## config.mk

```make
export PLATFORM = sky130hd
export DESIGN_NAME = piso_serializer
export DESIGN_NICKNAME = d
export VERILOG_FILES = /design/src/rtl/piso_serializer.sv
export SDC_FILE = /design/constraint.sdc
export NUM_CORES = 1
export LEC_CHECK = 0
export BUFFER_PORTS_ARGS = -buffer_cell sky130_fd_sc_hd__buf_2
export CAP_MARGIN = 20
export CORE_ASPECT_RATIO = 0.7
export CORE_UTILIZATION = 25
export DETAILED_ROUTE_END_ITERATION = 10
export PLACE_DENSITY = 0.49
export SLEW_MARGIN = 10
export SYNTH_ARGS = -nofsm -noshare
export SYNTH_HDL_FRONTEND = slang
export SYNTH_SLANG_ARGS = --single-unit
```

## constraint.sdc

```tcl
create_clock -name clk -period 2.7 [get_ports clk]
set_input_delay 0.135 -clock clk [delete_from_list [all_inputs] [get_ports clk]]
set_output_delay 0.135 -clock clk [all_outputs]
set_load 0.02 [all_outputs]
```

## src/rtl/piso_serializer.sv

```systemverilog
// ---------------------------------------------------------------------------------------------
// piso_serializer
//
// Parallel-in / serial-out transmitter. It accepts an N-bit word through a valid/ready load
// handshake and shifts the word out LSB-first, one bit per clock, with a per-bit valid strobe.
// When the frame's final bit is on the wire, a new word can load on that same edge, so
// consecutive frames run with no gap.
//
// Optional feature (compile-time macro PISO_PARITY_EN):
//   When defined, an even-parity bit (XOR of the word) follows bit N-1, so a frame is N+1
//   bits long. When undefined, a frame is N bits and no parity logic is built.
//
// Parameters
//   N           data word width in bits (N >= 2)
//
// Ports
//   clk         in   1  system clock, rising-edge active
//   reset       in   1  asynchronous, active-high reset; aborts any frame in flight
//   d_in        in   N  parallel word, sampled only on a load handshake
//   load_valid  in   1  producer has a word on d_in
//   load_ready  out  1  a word can be accepted this cycle (idle, or on a frame's last bit)
//   s_out       out  1  serial data, LSB first
//   s_valid     out  1  s_out carries a frame bit this cycle
//   busy        out  1  frame in progress
//   done        out  1  one-cycle pulse on the final bit of a frame
// ---------------------------------------------------------------------------------------------
module piso_serializer #(
    parameter int unsigned N = 8
) (
    input  logic         clk,
    input  logic         reset,
    input  logic [N-1:0] d_in,
    input  logic         load_valid,
    output logic         load_ready,
    output logic         s_out,
    output logic         s_valid,
    output logic         busy,
    output logic         done
);

`ifdef PISO_PARITY_EN
    localparam int unsigned Frame = N + 1;
`else
    localparam int unsigned Frame = N;
`endif
    localparam int unsigned     CntW    = $clog2(N + 1);
    localparam logic [CntW-1:0] LastCnt = CntW'(Frame - 1);

    typedef enum logic [0:0] {
        StIdle,
        StShift
    } state_e;

    state_e          state_q, state_d;
    logic [N-1:0]    shreg_q, shreg_d;
    logic [CntW-1:0] count_q, count_d;
`ifdef PISO_PARITY_EN
    logic            parity_q, parity_d;
`endif

    logic last_bit;
    logic load;
    logic s_out_d, s_valid_d, busy_d, done_d;

    // The last-bit cycle is the only point inside a frame where a new word may be taken.
    assign last_bit   = (state_q == StShift) && (count_q == LastCnt);
    assign load_ready = (state_q == StIdle) || last_bit;
    assign load       = load_valid && load_ready;

    // Next-state logic for the FSM, shift register, bit counter and parity flop.
    always_comb begin
        state_d = state_q;
        shreg_d = shreg_q;
        count_d = count_q;
`ifdef PISO_PARITY_EN
        parity_d = parity_q;
`endif
        if (load) begin
            state_d = StShift;
            shreg_d = d_in;
            count_d = '0;
`ifdef PISO_PARITY_EN
            parity_d = ^d_in;
`endif
        end else if (state_q == StShift) begin
            shreg_d = shreg_q >> 1;
            if (last_bit) begin
                state_d = StIdle;
                count_d = '0;
            end else begin
                count_d = count_q + CntW'(1);
            end
        end
    end

    // Outputs are registered: derive them from the next state so they line up with it.
    always_comb begin
        busy_d    = (state_d == StShift);
        s_valid_d = busy_d;
        done_d    = busy_d && (count_d == LastCnt);
        s_out_d   = 1'b0;
        if (busy_d) begin
`ifdef PISO_PARITY_EN
            // Data bits are exhausted once the counter reaches N; send the held parity.
            s_out_d = (count_d == CntW'(N)) ? parity_d : shreg_d[0];
`else
            s_out_d = shreg_d[0];
`endif
        end
    end

    always_ff @(posedge clk or posedge reset) begin
        if (reset) begin
            state_q <= StIdle;
            shreg_q <= '0;
            count_q <= '0;
`ifdef PISO_PARITY_EN
            parity_q <= 1'b0;
`endif
            s_out   <= 1'b0;
            s_valid <= 1'b0;
            busy    <= 1'b0;
            done    <= 1'b0;
        end else begin
            state_q <= state_d;
            shreg_q <= shreg_d;
            count_q <= count_d;
`ifdef PISO_PARITY_EN
            parity_q <= parity_d;
`endif
            s_out   <= s_out_d;
            s_valid <= s_valid_d;
            busy    <= busy_d;
            done    <= done_d;
        end
    end

endmodule

```

After elaboration in Yosys (flattened, before gate mapping)
Index checks and enable logic that the tools add are counted.
- add/sub/neg operators: 1
- $mul: 0
- div/mod/pow operators: 0
- order comparisons: 0
- equal/unequal tests: 2
- shifts and indexed selects: 0
- muxes and demuxes: 9
- bitwise operators: 1
- reductions and logical operators: 5
- operators by type and width (kind ; count):
    $mux 8 ; 2
    $mux 4 ; 3
    $eq 4x3->1 const B ; 2
    $add 4x1->4 const B ; 1
    $mux 1 ; 4
    $logic_and 1x1->1 ; 3
    $reduce_bool 2->1 ; 1
    $logic_or 1x1->1 ; 1
    $not 1->1 ; 1
- register bits after elaboration: 15
- bits in latches: 0
- memory bits (writable): 0
- memory bits (read-only): 0
- input bits: 11
- output and inout bits: 5
- logic and storage cells: 24
- memories: 0

Depth between registers and ports, before layout
Gate-level depths: netlist of the first run.
- depth in word-level cells: 7
- depth in mapped cells: 6

Worst setup path before layout of the first run
OpenSTA, ideal clock, no wires.
- path type: reg2reg
- start point: register count_q[0]
- end point: register shreg_q[1]
- library setup time: 0.126 ns
- arrival: 1.327 ns
- path slack: 1.247 ns
- stages on the path, launching flop included: 7
- path through: dfrtp_1 -> ha_1 -> and4b_1 -> buf_4 -> nor2b_1 -> buf_6 -> a221o_1
- word-level cells in the longest chain between the ends: 5
- elaborated cells between the ends (all ways): 6
- classes of those cells: eq/ne: 1; mux: 1; reduce/logical: 4
- ends and longest elaborated chain (element ; line ; source):
    start, declared ; 56 ; logic [CntW-1:0] count_q, count_d;
    start signal, assigned ; 127 ; count_q <= count_d;
    $eq 4x3->1 (*) ; 66 ; assign last_bit = (state_q == StShift) && (count_q == LastCnt);
    $logic_and 1x1->1 (*) ; 66 ;
    $logic_or 1x1->1 (*) ; 67 ; assign load_ready = (state_q == StIdle) || last_bit;
    $logic_and 1x1->1 (*) ; 68 ; assign load = load_valid && load_ready;
    $mux 8 or $reduce_bool 2->1 (tied branches) ; -- ;
    end signal, assigned ; 126 ; shreg_q <= shreg_d;
    end, declared ; 55 ; logic [N-1:0] shreg_q, shreg_d;
Mark *: on every way between the ends. The rest lies on a longest branch, timed or not.
A chain may end at the register's enable or synchronous reset.

Worst setup path in the final report of the first run
- start point: register count_q[0]
- end point: register shreg_q[6]
Same word-level chain as after synthesis.

==> flow_summary.ini, run 1 <==
[sta]
hold_viol_final = 0
finalHoldWorstSlack_ns = 0.131
final-setup-viol-count = 0
finalMaxSlewViolations = 0
fin_crit_ns = 1.66
fin_crit_sh_pct = 61.5
tightest_slew_ns = 0.577
fin_ws_ns = 1.04
fmax_ghz = 0.602
tns_ns = 0
finalClockSkew_ns = 0.00191
rsz0062_at_grt = false
slew_headroom_pct = 61.5

[yosys]
syn-instance-count = 65
synth.cell_area_um2 = 708
synth_nets = 77
synth_cell_type_count = 21
ys.warnings.count = 0
avgSynthCellArea_um2 = 10.9
ys_ff_latch = 14
ys_seq_area_share_pct = 49.5

[worst_setup_path]
critPathSlowestCell = dfrtp_1
max_stage_delay_ns = 0.42
regToRegSetupSlack_ns = 1.04
path_class = flop to flop
cp_num_buf_inv = 0
start_kind = flop
cp.arrival_ns = 1.84
worst_setup_path_end_kind = flop
crit_family = simple AND/OR/NAND/NOR gates
crit_fanout = 7
worstPathCellList = ha_1 > and4b_1 > nor2b_1 > a221o_1
cp.required_ns = 2.88

[finish]
final_common_cell = buf_2
layout_common_cells = buf_2, dfrtp_1, mux2i_1, nor2_1, a221o_1
final_layout_size_suffix_gt1_share_pct = 25.3
antenna_cells = 0
nets = 92
final_area_um2 = 851
nFillCells = 261
syn2layout_area_growth_pct = 20.1

[placement]
dpl-instance-area_um2 = 786
place_congestion = 0.661
pre_cts_ws_ns = 1.08
portBuffers = 15
dp_hpwl_um = 1080

[global_route]
grt_max_degree = 20
grt_pass1_wl_um = 2440
track_usage_pct = 11.7
grt_pass1_vias = 491
grt_overflow = 0
antenna_found_initial = 0

[route]
first_iter_violations = 13
first_pass_iters = 4
final_antenna_net_count = 0
drt-total-wl_um = 1540
vias_per_cell = 4.84
wire_per_inst_um = 13.6
num_vias = 547
post-route-drc-count = 0

[clock_tree]
cts_tree = built
clk_latency_ns = 0.24
cts_max_level = 1
cts_resized = 0
cts_buffers = 3
cts_root_buf = clkbuf_8
clk_path_buf_depth = 2
clkTransAtPathRegs_ns = 0.06
cts_sinks = 14

[die]
core_um2 = 2570
dieHeight_um = 46.5
die_area_um2 = 3050
placementRows = 15
die_x_um = 65.6
io_pins = 16
initial_core_util_pct = 27.5

[hold_path]
hold_path_class = primary input to flop

[power]
p_leak_nw = 0.410
ir_worst_vdd_uv = 351
power.density_nw_per_um2 = 1040

[job]
maxCapViolations = 0

[outcome]
status = completed
[cell families after synthesis]
family / synth area share, %
fa+ha+maj: 1.77
compound gates: 12.7
mux: 9.89
buf+inv: 6.71
flops: 49.5
xor+xnor: 1.24
simple gates: 18.2
[where the power goes]
| part | switching, W | internal (W) | total [W] |
|---|---|---|---|
| combinational | 0.000164 | 0.000149 | 0.000313 |
| clock | 0.0000764 | 0.000129 | 0.000206 |
| sequential | 0.0000754 | 0.000292 | 0.000367 |
| total | 0.000316 | 0.000570 | 0.000886 |
[Yosys cell counts]
library cell | n | share of area (%)
a221o_1 | 6 | 8.5
a32o_1 | 2 | 2.8
and4b_1 | 1 | 1.4
buf_2 | 2 | 1.4
buf_4 | 2 | 2.1
buf_6 | 1 | 1.6
clkbuf_1 | 1 | 0.53
dfrtp_1 | 14 | 49
ha_1 | 1 | 1.8
inv_1 | 2 | 1.1
mux2i_1 | 7 | 9.9
nand2_1 | 5 | 2.7
nand2b_1 | 3 | 2.7
nand3_1 | 3 | 2.1
nand3b_1 | 2 | 2.1
nor2_1 | 7 | 3.7
nor2b_1 | 1 | 0.88
nor4b_1 | 1 | 1.2
o21ai_0 | 2 | 1.4
or4b_2 | 1 | 1.4
xor2_1 | 1 | 1.2
[layout make-up]
type / count / area [µm²] / area share, %
sequential: 14 / 350 / 41.2
tap: 34 / 42.5 / 5.00
timing repair buffer: 16 / 85.1 / 10.0
multi-input combinational: 43 / 310 / 36.5
clock buffer: 4 / 55.1 / 6.47
inverter: 2 / 7.51 / 0.882
[per-stage QoR]
step | total power (W) | std cells | util (%)
floorplan | 0.000607 | 65 | -
global placement | 0.000673 | 108 | 30.6
detailed placement | 0.000681 | 108 | 30.6
CTS | 0.000894 | 113 | 33.1
global route | 0.000951 | 113 | 33.1
finish | 0.000886 | 113 | 33.1
[worst register-to-register path: cells and delay by family (launching register included)]
kind / cells / cell delay [ns]
AOI/OAI and AO/OA: 1 / 0.23
adders and majority gates: 1 / 0.26
DFF: 1 / 0.42
and+or+nand+nor: 2 / 0.69
[repair_timing]
action | in CTS | in global routing
endpoints found under the hold margin | 14 | 0
setup buffers | 0 | 0
setup endpoints to repair | 0 | 0
hold buffers | 1 | 0
[flip-flops by register name, summed over array words and instances, names as in the netlist]
register	flops
shreg_q	7
count_q	4
done	1
s_out	1
state_q	1
[per-layer routing]
| metal | part of all wire, % | GRT usage (%) | routed length (µm) |
|---|---|---|---|
| met5 | 0 | 0 | 0 |
| met4 | 0.78 | 3.91 | 12 |
| met3 | 4.4 | 5.94 | 68 |
| met2 | 40 | 15.5 | 611 |
| met1 | 55 | 16.2 | 842 |
[final timing paths]
path                                 start         end  cells past startpoint
max in group asynchronous            reset  shreg_q[5]                      3
worst max register to register  count_q[0]  shreg_q[6]                      4
worst min-delay path               d_in[4]  shreg_q[4]                      2
worst min register to register  shreg_q[7]  shreg_q[7]                      1
worst max-delay path            count_q[0]  shreg_q[6]                      4
min in group asynchronous            reset     state_q                      3
No activity file was read; power rests on OpenSTA's default activity.
==> inputs of run 2 (changes only) <==
--- a/config.mk
+++ b/config.mk
@@ -5,12 +5,13 @@
 export SDC_FILE = /design/constraint.sdc
 export NUM_CORES = 1
 export LEC_CHECK = 0
+export ABC_AREA = 1
 export BUFFER_PORTS_ARGS = -buffer_cell sky130_fd_sc_hd__buf_2
 export CAP_MARGIN = 20
 export CORE_ASPECT_RATIO = 0.7
 export CORE_UTILIZATION = 25
 export DETAILED_ROUTE_END_ITERATION = 10
-export PLACE_DENSITY = 0.49
+export PLACE_DENSITY = 0.5
 export SLEW_MARGIN = 10
 export SYNTH_ARGS = -nofsm -noshare
 export SYNTH_HDL_FRONTEND = slang
==> constraint.sdc (replaced) <==
create_clock -name clk -period 1.3 [get_ports clk]
set_input_delay 0.065 -clock clk [delete_from_list [all_inputs] [get_ports clk]]
set_output_delay 0.065 -clock clk [all_outputs]
set_load 0.02 [all_outputs]
==> flow_summary.ini, run 2 <==
[power]
ir_worst_vdd_uv = 568
seqPwrFrac_pct = 36.5
intPower_w = 0.00126
p_leak_nw = 0.499
p_sw_w = 0.000835
switching_share_pct = 39.9
pwr-share-clk_pct = 18.5
p_comb_share_pct = 44.9
power.density_nw_per_um2 = 2220
design_power_total_w = 0.00209

[clock_tree]
cts_tree = built
cts_root_buf = clkbuf_8
cts_buffers = 3
cts_max_level = 1
clk_latency_ns = 0.25
clkTransAtPathRegs_ns = 0.06
cts_sinks = 15
clk_path_buf_depth = 2

[finish]
layout_common_cells = nand2_1, nand3_1, dfrtp_1, buf_2, nor2_1
largest_register_ffs = 8
nets = 125
registers.top_by_ff_count = shreg_q
final_common_cell = nand2_1
antenna_cells = 0
syn2layout_area_growth_pct = 29.4
top_regs = shreg_q x8, count_q x4
final_area_um2 = 941
final_layout_size_suffix_gt1_share_pct = 29.5

[yosys]
synth_top_area_share_pct = 51.6
ys_seq_area_share_pct = 51.6
synth.cell_area_um2 = 727
yosysMostFrequentCell = nand2_1
synth_ff_type = dfrtp_1
ys_top_cells_by_area = dfrtp_1, nand2_1, nand3_1
synth_nets = 100
ys_ff_latch = 15
synthArstFlopShare_pct = 100
ys.warnings.count = 0
synth_edf_count = 0
syn-instance-count = 88
avgSynthCellArea_um2 = 8.26
synth_cell_type_count = 17
synth_top_area_cell = dfrtp_1
synth_common_cells = nand2_1, nand3_1, dfrtp_1

[route]
first_pass_iters = 5
first_iter_violations = 18
met1_length_um = 778
final_antenna_net_count = 0
vias_per_cell = 4.27
drt-total-wl_um = 1580
wire_per_inst_um = 10.8
post-route-drc-count = 0
num_vias = 623
met3_length_um = 100
wl_met2_um = 685
top_layer_used = met4

[worst_setup_path]
r2r_cells = 7
start_kind = flop
worst_setup_path_end_kind = output port
crit_fanout = 6
cp.required_ns = 1.24
path_class = flop to output port
cp.arrival_ns = 1.19

[die]
core_um2 = 2610
die_area_um2 = 3130
die_x_um = 66.5
dieHeight_um = 47.1
initial_core_util_pct = 27.9
io_pins = 16
placementRows = 15

[sta]
tightest_slew_ns = 0.600
slew_headroom_pct = 59.9
finalHoldWorstSlack_ns = 0.00818
finalClockSkew_ns = 0.00133
fin_crit_ns = 1.26
final-setup-viol-count = 0
fmax_ghz = 0.795
fin_crit_sh_pct = 96.7
rsz0062_at_grt = true
hold_viol_final = 0
finalMaxSlewViolations = 0

[hold_path]
holdPathStages = 3
hold_path_class = primary input to flop

[global_route]
grt_pass1_wl_um = 2550
track_usage_pct = 11.8
antenna_found_initial = 0
grt_max_degree = 16
grt_overflow = 0
grt_pass1_vias = 549

[job]
maxCapViolations = 0

[outcome]
status = completed

[placement]
dpl-instance-area_um2 = 868
place_congestion = 0.745
dp_hpwl_um = 1120
portBuffers = 15
[run 2: path summary, 6_finish.rpt]
| check | startpoint | end | slack [ns] |
|---|---|---|---|
| max in group asynchronous | reset | s_out | 0.49 |
| worst max-delay path | count_q[0] | load_ready | 0.04 |
| worst min-delay path | d_in[7] | shreg_q[7] | 0.008 |
| min in group asynchronous | reset | done | 0.42 |
| worst max register to register | count_q[0] | shreg_q[3] | 0.08 |
| worst min register to register | shreg_q[7] | shreg_q[7] | 0.48 |
[run 2: cell type report]
type,instances,area [µm²]
fill,289,1670
sequential,15,375
multi-input combinational,63,313
timing repair buffer,22,133
clock buffer,4,45.0
tap,34,42.5
inverter,8,32.5
[run 2: repair_timing]
action / in CTS / in global routing
setup endpoints to repair: 5 / 10
hold endpoints to repair: 15 / 0
pin swaps: 0 / 1
resized for setup: 1 / 2
buffers inserted: 1 / 0
hold buffers: 1 / 0
[run 2: kinds of logic (layout without fill, tap and decap cells)]
family / after synthesis / after routing / synth area share (%)
DFF: 15 / 15 / 51.6
and+or+nand+nor: 58 / 58 / 35.6
adders and majority gates: 1 / 1 / 1.72
AOI/OAI and AO/OA: 4 / 4 / 3.96
buffers and inverters: 10 / 34 / 7.06
[run 2: metrics by stage]
stage               TNS (ns)  setup WS [ns]  utilization [%]  cells
floorplan                  0         0.0206                -     88
global placement           0        0.00904             33.3    140
detailed placement   -0.0119        -0.0116             33.3    140
CTS                        0         0.0100             35.9    146
global route         -0.0234        -0.0131             36.1    146
finish                     0         0.0424             36.1    146
[run 2: critical path, stage by stage (launching register included)]
cell and delay [ns]:
dfrtp_1 0.37, ha_2 0.20, nand3_2 0.11, nand2_4 0.12, buf_4 0.15
[run 2: per-layer routing]
metal  track usage (%)  up-vias
met5                 0        -
met4              3.83        0
met3              5.83        2
met2              17.6       16
met1              15.1      278
li1                  -      327
[run 2: power groups by stage]
stage	registers (W)	logic (W)	clock network [W]
2_1_floorplan	0.000799	0.000609	0
3_3_place_gp	0.000771	0.000897	0
3_5_place_dp	0.000769	0.000895	0
4_1_cts	0.000761	0.000936	0.000400
5_1_grt	0.000789	0.00106	0.000421
6_report	0.000764	0.000939	0.000387
